<file path="src/rtl/cache_line_ctrl_if.sv">
// ============================================================================
// cache_line_ctrl_if
// Bus bundle between the line-transfer sequencer, the L1 data array and memory.
// Revision: 1.0
// ============================================================================
`default_nettype none

interface cache_line_ctrl_if #(
  parameter int LINE_WORDS = 4,
  parameter int CNT_W      = 16
);
  localparam int IW = $clog2(LINE_WORDS);

  logic              miss_i;
  logic              dirty_i;
  logic [31:0]       miss_addr_i;
  logic [31:0]       victim_addr_i;
  logic [31:0]       line_rdata_i;
  logic [IW-1:0]     line_word_o;
  logic              line_we_o;
  logic [31:0]       line_wdata_o;
  logic [31:0]       mem_addr_o;
  logic [31:0]       mem_wdata_o;
  logic              mem_we_o;
  logic              mem_re_o;
  logic [31:0]       mem_rdata_i;
  logic              mem_ack_i;
  logic              tag_we_o;
  logic              done_o;
  logic              busy_o;
  logic [CNT_W-1:0]  fill_cnt_o;
  logic [CNT_W-1:0]  wb_cnt_o;

  // master: the sequencer; slave: the L1/memory side
  modport master (
    input  miss_i, dirty_i, miss_addr_i, victim_addr_i, line_rdata_i,
           mem_rdata_i, mem_ack_i,
    output line_word_o, line_we_o, line_wdata_o, mem_addr_o, mem_wdata_o,
           mem_we_o, mem_re_o, tag_we_o, done_o, busy_o, fill_cnt_o, wb_cnt_o
  );

  modport slave (
    output miss_i, dirty_i, miss_addr_i, victim_addr_i, line_rdata_i,
           mem_rdata_i, mem_ack_i,
    input  line_word_o, line_we_o, line_wdata_o, mem_addr_o, mem_wdata_o,
           mem_we_o, mem_re_o, tag_we_o, done_o, busy_o, fill_cnt_o, wb_cnt_o
  );
endinterface

`default_nettype wire

</file>
<file path="src/rtl/cache_line_ctrl.sv">
// ============================================================================
// cache_line_ctrl
// Miss sequencer: dirty-victim writeback, word-by-word line fill, tag commit.
// Revision: 1.0
// ============================================================================
`default_nettype none

module cache_line_ctrl #(
  parameter int LINE_WORDS = 4,
  parameter int CNT_W      = 16
) (
  input  wire logic         CLK,
  input  wire logic         CLR_N,
  cache_line_ctrl_if.master bus
);
  localparam int              c_IW        = $clog2(LINE_WORDS);
  localparam logic [31:0]     c_BASE_MASK = ~32'(LINE_WORDS * 4 - 1);
  localparam logic [c_IW-1:0] c_K_LAST    = c_IW'(LINE_WORDS - 1);
  localparam logic [CNT_W-1:0] c_CNT_MAX  = {CNT_W{1'b1}};

  typedef enum logic [1:0] {
    S_IDLE   = 2'd0,
    S_WB     = 2'd1,
    S_FILL   = 2'd2,
    S_COMMIT = 2'd3
  } state_t;

  state_t           r_state, w_state_nxt;
  logic [c_IW-1:0]  r_k, w_k_nxt;
  logic [31:0]      r_miss_base, w_miss_base_nxt;
  logic [31:0]      r_victim_base, w_victim_base_nxt;
  logic [CNT_W-1:0] r_fill_cnt, w_fill_cnt_nxt;
  logic [CNT_W-1:0] r_wb_cnt, w_wb_cnt_nxt;
  logic [31:0]      w_word_off;

  // Bases are line-aligned, so adding the word offset never carries past the line
  assign w_word_off = {{(30 - c_IW){1'b0}}, r_k, 2'b00};

  always_ff @(posedge CLK) begin
    if (!CLR_N) begin
      r_state       <= S_IDLE;
      r_k           <= '0;
      r_miss_base   <= '0;
      r_victim_base <= '0;
      r_fill_cnt    <= '0;
      r_wb_cnt      <= '0;
    end else begin
      r_state       <= w_state_nxt;
      r_k           <= w_k_nxt;
      r_miss_base   <= w_miss_base_nxt;
      r_victim_base <= w_victim_base_nxt;
      r_fill_cnt    <= w_fill_cnt_nxt;
      r_wb_cnt      <= w_wb_cnt_nxt;
    end
  end

  always_comb begin
    w_state_nxt       = r_state;
    w_k_nxt           = r_k;
    w_miss_base_nxt   = r_miss_base;
    w_victim_base_nxt = r_victim_base;
    w_fill_cnt_nxt    = r_fill_cnt;
    w_wb_cnt_nxt      = r_wb_cnt;
    bus.line_word_o   = '0;
    bus.line_we_o     = 1'b0;
    bus.line_wdata_o  = '0;
    bus.mem_addr_o    = '0;
    bus.mem_wdata_o   = '0;
    bus.mem_we_o      = 1'b0;
    bus.mem_re_o      = 1'b0;
    bus.tag_we_o      = 1'b0;
    bus.done_o        = 1'b0;

    case (r_state)
      S_IDLE: begin
        if (bus.miss_i) begin
          w_miss_base_nxt   = bus.miss_addr_i & c_BASE_MASK;
          w_victim_base_nxt = bus.victim_addr_i & c_BASE_MASK;
          w_k_nxt           = '0;
          w_state_nxt       = bus.dirty_i ? S_WB : S_FILL;
        end
      end
      S_WB: begin
        bus.mem_we_o    = 1'b1;
        bus.mem_addr_o  = r_victim_base + w_word_off;
        bus.line_word_o = r_k;
        bus.mem_wdata_o = bus.line_rdata_i;
        if (bus.mem_ack_i) begin
          if (r_k == c_K_LAST) begin
            w_k_nxt      = '0;
            w_wb_cnt_nxt = (r_wb_cnt == c_CNT_MAX) ? r_wb_cnt : r_wb_cnt + CNT_W'(1);
            w_state_nxt  = S_FILL;
          end else begin
            w_k_nxt = r_k + c_IW'(1);
          end
        end
      end
      S_FILL: begin
        bus.mem_re_o    = 1'b1;
        bus.mem_addr_o  = r_miss_base + w_word_off;
        bus.line_word_o = r_k;
        if (bus.mem_ack_i) begin
          bus.line_we_o    = 1'b1;
          bus.line_wdata_o = bus.mem_rdata_i;
          if (r_k == c_K_LAST) begin
            w_k_nxt     = '0;
            w_state_nxt = S_COMMIT;
          end else begin
            w_k_nxt = r_k + c_IW'(1);
          end
        end
      end
      S_COMMIT: begin
        bus.tag_we_o   = 1'b1;
        bus.done_o     = 1'b1;
        w_fill_cnt_nxt = (r_fill_cnt == c_CNT_MAX) ? r_fill_cnt : r_fill_cnt + CNT_W'(1);
        w_state_nxt    = S_IDLE;
      end
      default: begin
        w_state_nxt = S_IDLE;
      end
    endcase
  end

  assign bus.busy_o     = (r_state != S_IDLE);
  assign bus.fill_cnt_o = r_fill_cnt;
  assign bus.wb_cnt_o   = r_wb_cnt;

endmodule

`default_nettype wire
</file>
<file path="src/flat_wrapper.sv">
// flat-port wrapper written by rule: the top's interface ports become plain ports
module cache_line_ctrl_flat 
#(
  parameter int LINE_WORDS = 4,
  parameter int CNT_W      = 16
)
  (CLK, CLR_N, bus_miss_i, bus_dirty_i, bus_miss_addr_i, bus_victim_addr_i, bus_line_rdata_i, bus_mem_rdata_i, bus_mem_ack_i, bus_line_word_o, bus_line_we_o, bus_line_wdata_o, bus_mem_addr_o, bus_mem_wdata_o, bus_mem_we_o, bus_mem_re_o, bus_tag_we_o, bus_done_o, bus_busy_o, bus_fill_cnt_o, bus_wb_cnt_o);
  cache_line_ctrl_if #(.LINE_WORDS(LINE_WORDS), .CNT_W(CNT_W)) bus_i ();
  input  wire logic CLK;
  input  wire logic CLR_N;
  input wire logic [$bits(bus_i.miss_i)-1:0] bus_miss_i;
  input wire logic [$bits(bus_i.dirty_i)-1:0] bus_dirty_i;
  input wire logic [$bits(bus_i.miss_addr_i)-1:0] bus_miss_addr_i;
  input wire logic [$bits(bus_i.victim_addr_i)-1:0] bus_victim_addr_i;
  input wire logic [$bits(bus_i.line_rdata_i)-1:0] bus_line_rdata_i;
  input wire logic [$bits(bus_i.mem_rdata_i)-1:0] bus_mem_rdata_i;
  input wire logic [$bits(bus_i.mem_ack_i)-1:0] bus_mem_ack_i;
  output wire logic [$bits(bus_i.line_word_o)-1:0] bus_line_word_o;
  output wire logic [$bits(bus_i.line_we_o)-1:0] bus_line_we_o;
  output wire logic [$bits(bus_i.line_wdata_o)-1:0] bus_line_wdata_o;
  output wire logic [$bits(bus_i.mem_addr_o)-1:0] bus_mem_addr_o;
  output wire logic [$bits(bus_i.mem_wdata_o)-1:0] bus_mem_wdata_o;
  output wire logic [$bits(bus_i.mem_we_o)-1:0] bus_mem_we_o;
  output wire logic [$bits(bus_i.mem_re_o)-1:0] bus_mem_re_o;
  output wire logic [$bits(bus_i.tag_we_o)-1:0] bus_tag_we_o;
  output wire logic [$bits(bus_i.done_o)-1:0] bus_done_o;
  output wire logic [$bits(bus_i.busy_o)-1:0] bus_busy_o;
  output wire logic [$bits(bus_i.fill_cnt_o)-1:0] bus_fill_cnt_o;
  output wire logic [$bits(bus_i.wb_cnt_o)-1:0] bus_wb_cnt_o;
  assign bus_i.miss_i = bus_miss_i;
  assign bus_i.dirty_i = bus_dirty_i;
  assign bus_i.miss_addr_i = bus_miss_addr_i;
  assign bus_i.victim_addr_i = bus_victim_addr_i;
  assign bus_i.line_rdata_i = bus_line_rdata_i;
  assign bus_i.mem_rdata_i = bus_mem_rdata_i;
  assign bus_i.mem_ack_i = bus_mem_ack_i;
  assign bus_line_word_o = bus_i.line_word_o;
  assign bus_line_we_o = bus_i.line_we_o;
  assign bus_line_wdata_o = bus_i.line_wdata_o;
  assign bus_mem_addr_o = bus_i.mem_addr_o;
  assign bus_mem_wdata_o = bus_i.mem_wdata_o;
  assign bus_mem_we_o = bus_i.mem_we_o;
  assign bus_mem_re_o = bus_i.mem_re_o;
  assign bus_tag_we_o = bus_i.tag_we_o;
  assign bus_done_o = bus_i.done_o;
  assign bus_busy_o = bus_i.busy_o;
  assign bus_fill_cnt_o = bus_i.fill_cnt_o;
  assign bus_wb_cnt_o = bus_i.wb_cnt_o;
  cache_line_ctrl #(.LINE_WORDS(LINE_WORDS), .CNT_W(CNT_W)) u_core (.CLK(CLK), .CLR_N(CLR_N), .bus(bus_i));
endmodule
</file>
<file path="config.mk">
export PLATFORM = sky130hd
export DESIGN_NAME = cache_line_ctrl_flat
export DESIGN_NICKNAME = d
export VERILOG_FILES = /design/src/rtl/cache_line_ctrl_if.sv /design/src/rtl/cache_line_ctrl.sv /design/src/flat_wrapper.sv
export SDC_FILE = /design/constraint.sdc
export NUM_CORES = 1
export LEC_CHECK = 0
export ABC_AREA = 0
export BUFFER_PORTS_ARGS = -buffer_cell sky130_fd_sc_hd__buf_2
export CAP_MARGIN = 15
export CORE_ASPECT_RATIO = 1.75
export CORE_UTILIZATION = 35
export CTS_BUF_LIST = sky130_fd_sc_hd__clkbuf_4 sky130_fd_sc_hd__clkbuf_8 sky130_fd_sc_hd__clkbuf_16
export DETAILED_ROUTE_END_ITERATION = 6
export MAX_ROUTING_LAYER = met4
export PLACE_DENSITY = 0.66
export SLEW_MARGIN = 5
export SYNTH_ARGS = -nofsm -noshare
export SYNTH_HDL_FRONTEND = slang
export SYNTH_SLANG_ARGS = --single-unit
</file>
<file path="constraint.sdc">
create_clock -name CLK -period 2.41 [get_ports CLK]
set_clock_uncertainty 0.1 [all_clocks]
set_input_delay 0.1205 -clock CLK [delete_from_list [all_inputs] [get_ports CLK]]
set_output_delay 0.1205 -clock CLK [all_outputs]
set_load 0.03 [all_outputs]
</file>
# After elaboration in Yosys (flattened, before gate mapping)
# Index checks and enable logic that the tools add are counted.
# Widths: inputs -> output; s select.
# word_totals
ff_bits,92
in_bits,133
out_inout_bits,136
wordCells,55
# op_classes
addsub,5
eq_ne,12
muxes,21
n_bitwise,2
reduce_logical,9
# ops
operator,count
$mux 32,3
$add 32x4->32,2
$pmux 32 s2,1
$add 16x1->16 const B,2
$eq 16x16->1 const B,2
$mux 2,10
$pmux 2 s4,1
$eq 2x2->1 const B,3
$ne 2x1->1 const B,3
$ne 2x2->1 const B,3
$mux 1,5
$reduce_and 5->1,1
$pmux 2 s2,1
$reduce_and 2->1,2
$reduce_and 4->1,1
$reduce_bool 2->1,2
$reduce_and 3->1,1
$add 2x1->2 const B,1
$eq 2x1->1 const B,1
$logic_not 2->1,1
$not 1->1,2
$reduce_or 2->1,1

# Logic depth before layout (Yosys ltp)
# Gate-level depths: netlist of the first run.
# depth
word_depth,4
mapped_depth,7
depth_no_buf,6

# Worst setup path after synthesis of the first run
# OpenSTA, ideal clock, no wires.
# synth_path
kind,register to register
from,register u_core.r_state[1]
to,register u_core.r_wb_cnt[12] (netlist: u_core.bus.wb_cnt_o[12])
setup_ns,0.070
arrival_time_ns,2.077
path_slack_ns,0.163
path_stages_with_launch,7
n_path_buf,0
path_cell_list,dfxtp_1 -> inv_1 -> ha_1 -> nand3_4 -> or4_4 -> or4_1 -> a21oi_1
# synth_via
elab_chain_len,2
# synth_rtl
element,line_no,text
from (decl),cache_line_ctrl.sv:28,"state_t r_state, w_state_nxt;"
from (signal assigned),cache_line_ctrl.sv:48,r_state <= w_state_nxt;
$eq 2x1->1,cache_line_ctrl.sv:74,case (r_state)
$reduce_and 4->1 (no line),n/a,
to (signal assigned),cache_line_ctrl.sv:53,r_wb_cnt <= w_wb_cnt_nxt;
to (decl),cache_line_ctrl.sv:33,"logic [CNT_W-1:0] r_wb_cnt, w_wb_cnt_nxt;"
# No other way between the ends.
# A chain may end at the register's enable or synchronous reset.

# Worst setup path in the final report of the first run
# layout_path
from,register u_core.r_state[0]
to,output port bus_mem_addr_o[29]
# layout_via
elab_chain_len,2
word_cells_on_any_way,3
cone_classes,2 x eq/ne; 1 x mux
# layout_rtl
element,line_no,text
$eq 2x2->1 / $eq 2x1->1 (equally long branches),cache_line_ctrl.sv:74,
$pmux 32 s2 (*),cache_line_ctrl.sv:74,
to (decl),flat_wrapper.sv:21,output wire logic [$bits(bus_i.mem_addr_o)-1:0] bus_mem_addr_o;
# Mark *: on every way between the ends. The rest lies on a longest branch, timed or not.

==> impl_metrics.ini, run 1 <==
[run_status]
status = finished, final reports clean

[timing]
timing_worst_slew_pin_value_ns = 0.572
final_max_slew_viol_count = 0
hold_ws_ns = 0.0175
rsz0062_at_grt = false
report.final.hold_viol_count = 0
final_setup_vio_count = 0
max_freq_mhz = 449
timing.final.crit_period_ns = 2.23
timing.max_slew.rel_slack_pct = 60.9
final.period_utilization_pct = 92.4
timing.setup.tns_ns = 0

[yosys]
share_of_the_synthesized_area_in_the_top_cell_type_pct = 38.2
yosys_warnings = 0
post_synth_num_cell_types = 48
synth.top_cells.by_area = sky130_fd_sc_hd__dfxtp_1, sky130_fd_sc_hd__nand2_1, sky130_fd_sc_hd__a21oi_1, sky130_fd_sc_hd__and2_1, sky130_fd_sc_hd__and3_1
ys_top_cells_by_count = sky130_fd_sc_hd__nand2_1, sky130_fd_sc_hd__dfxtp_1, sky130_fd_sc_hd__a21oi_1
mean_post_synth_cell_area_sq_um = 7.74
postSynth.topFlopCell = sky130_fd_sc_hd__dfxtp_1
ys_seq_elements = 92
mappedNetlistArea_sq_um = 4820
synthArstFlopShare_pct = 0
post_synthesis_cell_type_with_the_largest_combined_area = sky130_fd_sc_hd__dfxtp_1
synth-edff-count = 0
synth_instances = 623
post-synth-top-count-cell = sky130_fd_sc_hd__nand2_1
synth_seq_area_share_pct = 38.2

[critical_path]
critical_path_arrival_ns = 2.01
crit-reg2reg-launch = u_core.r_state[1]
worstRegToRegCells = 6
setup.worst_path.end_class = primary output
setup.worst_path.class = reg -> out
startpoint_type = flip-flop
crit_fanout = 29
worst-endpoint-required_ns = 2.19
r2r_slack_ns = 0.22
r2r_end = u_core.bus.wb_cnt_o[12]

[floorplan]
rows = 56
fp.coreArea_sq_um = 13500
horizontal_die_dimension_um = 90.7
die_area_sq_um = 14300
start_util_pct = 35.9
die_y_um = 157
num_io_pins = 269

[routing]
totalWireLength_um = 15800
vias = 5540
routed_wire_per_std_cell_um = 14.5
drt_iter0_markers = 169
route.detailed.vias_per_inst = 5.07
drt.antenna.violating_nets = 0
drcViolationCount = 0
dr_pass1_iterations = 4

[hold_path]
hold_class = in -> reg
timing.hold.worst_path_depth = 3
hold_start = bus_dirty_i
timing.hold.worst_endpoint = u_core.r_state[1]

[final_layout]
layout-drive-gt1-share_pct = 32.8
area.growth.synth_to_final_pct = 48.6
antennaDiodeCount = 0
final_nets = 1057

[global_route]
global_route_wire_length_before_repair_um = 25000
groute.usage.overall_pct = 22.3
pin_count_of_the_biggest_net_entering_global_routing = 62
grt-ovfl-total = 0
grt_pass1_vias = 5147
antenna_found_initial = 0

[cts]
tritoncts = yes
htreeDepth = 3
cts.repair_timing.setup_buffer_count = 0
clk_pin_slew_worst_paths_ns = 0.06
clk_root_buffer_cell = sky130_fd_sc_hd__clkbuf_16
insertion_delay_ns = 0.33
cts_inserted_buffers = 9
tritoncts_num_sinks = 92
maximum_clock_insertion_buffer_count = 2

[power]
vdd_ir_drop_max_mv = 0.395
cellLeakagePower_uw = 0.00330
p_per_area_nw_per_um2 = 857

[placed_design]
gp_congestion = 0.815
port-buffer-count = 258
post-dp-hpwl_um = 10800

[run]
max-cap-violations = 0
[logic make-up (layout without fill, tap and decap cells)]
group,count (synthesis),count (layout),share of synthesized area (%)
muxes,6,6,1.25
buffers and inverters,55,350,4.62
and+or+nand+nor,315,315,34.6
DFF,92,92,38.2
adders and majority gates,10,10,2.59
other,1,2,0.0777
xor gates and xnor gates,3,3,0.545
AOI/OAI and AO/OA,141,141,18.1
[stage by stage]
step	area (sq um)	cells	worst slack, ns	util [%]	power [uW]
4_1_cts	7160	1093	0.0873	53.2	6190
6_report	7170	1093	0.182	53.3	6140
5_1_grt	7170	1093	0.0646	53.3	6500
3_3_place_gp	6290	1021	0.282	46.8	4630
2_1_floorplan	4830	624	0.163	-	3790
3_5_place_dp	6290	1021	0.184	46.8	4670
[how the worst max path moves through the flow]
stage / to / slack, ns / startpoint
floorplan: u_core.bus.wb_cnt_o[12] / 0.16 / u_core.r_state[1]
global placement: u_core.bus.wb_cnt_o[12] / 0.28 / u_core.r_state[1]
detailed placement: u_core.bus.wb_cnt_o[15] / 0.18 / u_core.r_state[1]
CTS: bus_mem_addr_o[29] / 0.09 / u_core.r_state[0]
global route: bus_mem_addr_o[29] / 0.06 / u_core.r_state[0]
finish: bus_mem_addr_o[29] / 0.18 / u_core.r_state[0]
[area by class of cell]
type                            count  area, sq um
Tap cell                          174          218
Clock inverter                      5         58.8
Fill cell                        1355         6290
Sequential cell                    92         1840
Inverter                            8         30.0
Multi-Input combinational cell    477         2780
Timing Repair Buffer              326         2000
Clock buffer                       11          246
[power breakdown]
part | total (uW) | switching, uW | internal [uW]
combinational | 2890 | 1870 | 1010
sequential | 1810 | 106 | 1710
clock | 1440 | 593 | 846
total | 6140 | 2570 | 3570
[state kept, by name (all words and copies together) (netlist names)]
signal,count
u_core.bus.fill_cnt_o,16
u_core.bus.wb_cnt_o,16
u_core.r_k,2
u_core.r_miss_base,28
u_core.r_state,2
u_core.r_victim_base,28
[cell usage in the layout (no fill, tap or decap), drive strengths merged, types with 6 or more instances in the layout]
| master | netlist | final |
|---|---|---|
| nand2 | 132 | 132 |
| nand4 | 9 | 9 |
| nor2b | 31 | 31 |
| and2 | 38 | 38 |
| dfxtp | 92 | 92 |
| nand3 | 14 | 14 |
| buf | 8 | 270 |
| nor2 | 11 | 11 |
| clkbuf | 39 | 11 |
| mux2i | 6 | 6 |
| ha | 10 | 10 |
| o21ai | 9 | 9 |
| dlygate4sd3 | 0 | 56 |
| nand2b | 8 | 8 |
| or3 | 6 | 6 |
| a22oi | 28 | 28 |
| a21oi | 77 | 77 |
| o31ai | 10 | 10 |
| or4 | 12 | 12 |
| inv | 8 | 9 |
| and3 | 35 | 35 |
| nor4 | 7 | 7 |
[worst max-delay path, cell delays in order (launching register included)]
cell                      delay (ns)
sky130_fd_sc_hd__dfxtp_1        0.39
sky130_fd_sc_hd__inv_1          0.14
sky130_fd_sc_hd__ha_1           0.41
sky130_fd_sc_hd__buf_6          0.26
sky130_fd_sc_hd__nor2b_1        0.23
sky130_fd_sc_hd__buf_2          0.23
[per-layer routing]
| metal | track usage [%] | up-vias | wire, um |
|---|---|---|---|
| met4 | 7.45 | 0 | 329 |
| met3 | 3.04 | 36 | 734 |
| met1 | 25.4 | 2546 | 6490 |
| met5 | - | - | 0 |
| li1 | - | 2757 | - |
| met2 | 39.9 | 201 | 8250 |
[repair_timing]
action	4_1_cts	5_1_grt
hold buffers	56	0
gates resized for setup	0	2
setup endpoints to repair	0	3
hold endpoints to repair	56	0
Power figures use the tool's default switching activity.
==> inputs of run 2 (changes only) <==
--- a/config.mk
+++ b/config.mk
@@ -9,11 +9,11 @@
 export BUFFER_PORTS_ARGS = -buffer_cell sky130_fd_sc_hd__buf_2
 export CAP_MARGIN = 15
 export CORE_ASPECT_RATIO = 1.75
-export CORE_UTILIZATION = 35
+export CORE_UTILIZATION = 45
 export CTS_BUF_LIST = sky130_fd_sc_hd__clkbuf_4 sky130_fd_sc_hd__clkbuf_8 sky130_fd_sc_hd__clkbuf_16
 export DETAILED_ROUTE_END_ITERATION = 6
 export MAX_ROUTING_LAYER = met4
-export PLACE_DENSITY = 0.66
+export PLACE_DENSITY = 0.77
 export SLEW_MARGIN = 5
 export SYNTH_ARGS = -nofsm -noshare
 export SYNTH_HDL_FRONTEND = slang
==> run 2 against run 1 <==
  * The run now ends with DRC left
  * Utilization grew 15 points
  * Cell area decreased by 0.87%
  * Count of clock-buffer cells in the layout did not move
  * Clock power grew 6%
  * First-iteration DRC count increased by 120%
  * Global-route usage rose by 7.9 points
  * Via count grew 3.0%
  * Non-clock buffer count down 2
  * Maximum frequency fell by 2.9%
  * Critical path type unchanged
  * Critical endpoint is now bus_mem_addr_o[6]
==> impl_metrics.ini, run 2 (synthesized netlist as in run 1, its figures left out) <==
[run_status]
status = finished, violations left
failing_checks = DRC

[critical_path]
startpoint_type = flip-flop
crit_fanout = 50
critical_path.cell_chain = inv_1 > ha_2 > buf_12 > a22oi_1 > nor2b_1 > buf_2
critical_path_cell_count = 6
worstRegToRegCells = 6
worst_setup_path_endpoint = bus_mem_addr_o[6]
cpPeakStageDelay_ns = 0.43
path_delay_family = buffers and inverters
r2r_slack_ns = 0.18
r2r_end = u_core.bus.wb_cnt_o[12]
setup.worst_path.end_class = primary output
worst-endpoint-required_ns = 2.19
setup.worst_path.class = reg -> out
critical_path_arrival_ns = 2.07
critPathSlowestCell = sky130_fd_sc_hd__ha_2
worst_setup_path_startpoint = u_core.r_state[0]
critical_path_buf_inv_count = 3
crit-reg2reg-launch = u_core.r_state[1]

[routing]
drt.antenna.violating_nets = 0
totalWireLength_um = 16500
route.detailed.vias_per_inst = 5.46
routed_wire_per_std_cell_um = 15.8
vias = 5705
drcViolationCount = 1
dr_pass1_iterations = 7
drt_iter0_markers = 365

[timing]
timing.max_slew.rel_slack_pct = 53.2
final_max_slew_viol_count = 0
timing.setup.tns_ns = 0
hold_ws_ns = 0.0332
final.period_utilization_pct = 95.2
timing.final.crit_period_ns = 2.30
report.final.hold_viol_count = 0
final_setup_vio_count = 0
timing_worst_slew_pin_value_ns = 0.696
rsz0062_at_grt = false
max_freq_mhz = 436

[floorplan]
rows = 49
die_area_sq_um = 11200
horizontal_die_dimension_um = 80.3
fp.coreArea_sq_um = 10400
start_util_pct = 46.6
die_y_um = 139
num_io_pins = 269

[power]
vdd_ir_drop_max_mv = 0.566
cellLeakagePower_uw = 0.00330
p_per_area_nw_per_um2 = 870

[placed_design]
post-dp-hpwl_um = 11800
port-buffer-count = 258
gp_congestion = 0.905
placedInstanceArea_sq_um = 6220
dp.cells = 972

[global_route]
antenna_found_initial = 0
pin_count_of_the_biggest_net_entering_global_routing = 61
groute.usage.overall_pct = 30.2
grt_pass1_vias = 5322
global_route_wire_length_before_repair_um = 25600
grt-ovfl-total = 0

[final_layout]
antennaDiodeCount = 0
finish.instance_area_sq_um = 7100
most-common-layout-cells = sky130_fd_sc_hd__buf_2, sky130_fd_sc_hd__nand2_1, sky130_fd_sc_hd__dfxtp_1
largestRegisters = u_core.r_miss_base (28), u_core.r_victim_base (28)
layout.cells.non_filler = 1044
mostFrequentLayoutCell = sky130_fd_sc_hd__buf_2
postLayoutCoreUtil_pct = 68.6
area.growth.synth_to_final_pct = 47.3
layout-drive-gt1-share_pct = 32.5
final_nets = 1055

[hold_path]
hold_class = in -> reg

[cts]
maximum_clock_insertion_buffer_count = 2
cts_inserted_buffers = 9
insertion_delay_ns = 0.34
post_cts_repair_resize_count = 0
clk_pin_slew_worst_paths_ns = 0.06
clk_root_buffer_cell = sky130_fd_sc_hd__clkbuf_16
tritoncts = yes
htreeDepth = 3
tritoncts_num_sinks = 92

[run]
max-cap-violations = 0
## run 2: what timing repair did
item                       CTS  global route
hold endpoints to repair    56             0
hold buffers                56             0
setup endpoints to repair    0             0
setup buffers                0             0
## run 2: stage by stage
step	worst slack, ns	power, uW
2_1_floorplan	0.163	3790
3_3_place_gp	0.262	4540
3_5_place_dp	0.211	4620
4_1_cts	0.120	6220
5_1_grt	0.00139	6540
6_report	0.115	6180
## run 2: cell type report
class                      count  area, sq um
inverter                       8         30.0
fill                         840         3260
sequential                    92         1840
timing repair buffer         324         1980
tap                          127          159
multi-input combinational    477         2770
clock buffer                  11          240
clock inverter                 5         85.1
## run 2: worst min path at each step
stage / from / to / cells after the start
4_1_cts: bus_dirty_i / u_core.r_state[1] / 3
5_1_grt: bus_dirty_i / u_core.r_state[1] / 3
6_report: bus_dirty_i / u_core.r_state[1] / 3
3_5_place_dp: bus_victim_addr_i[11] / u_core.r_victim_base[11] / 3
3_3_place_gp: bus_miss_addr_i[10] / u_core.r_miss_base[10] / 3
2_1_floorplan: bus_miss_addr_i[10] / u_core.r_miss_base[10] / 2
## run 2: tightest hold or removal path: stages
cell	delay, ns
sky130_fd_sc_hd__buf_2	0.10
sky130_fd_sc_hd__a211o_1	0.12
sky130_fd_sc_hd__a21oi_1	0.07
## run 2: metal layers
layer	GRT usage, %	wire [um]	vias up
li1	-	-	2754
met2	49.4	8080	301
met3	5.79	1300	58
met5	-	0	-
met1	33.4	6310	2592
met4	17.6	833	0
## run 2: power by group
part           switching, uW  internal [uW]
Sequential               122           1710
Clock                    580            937
Combinational           1840            997
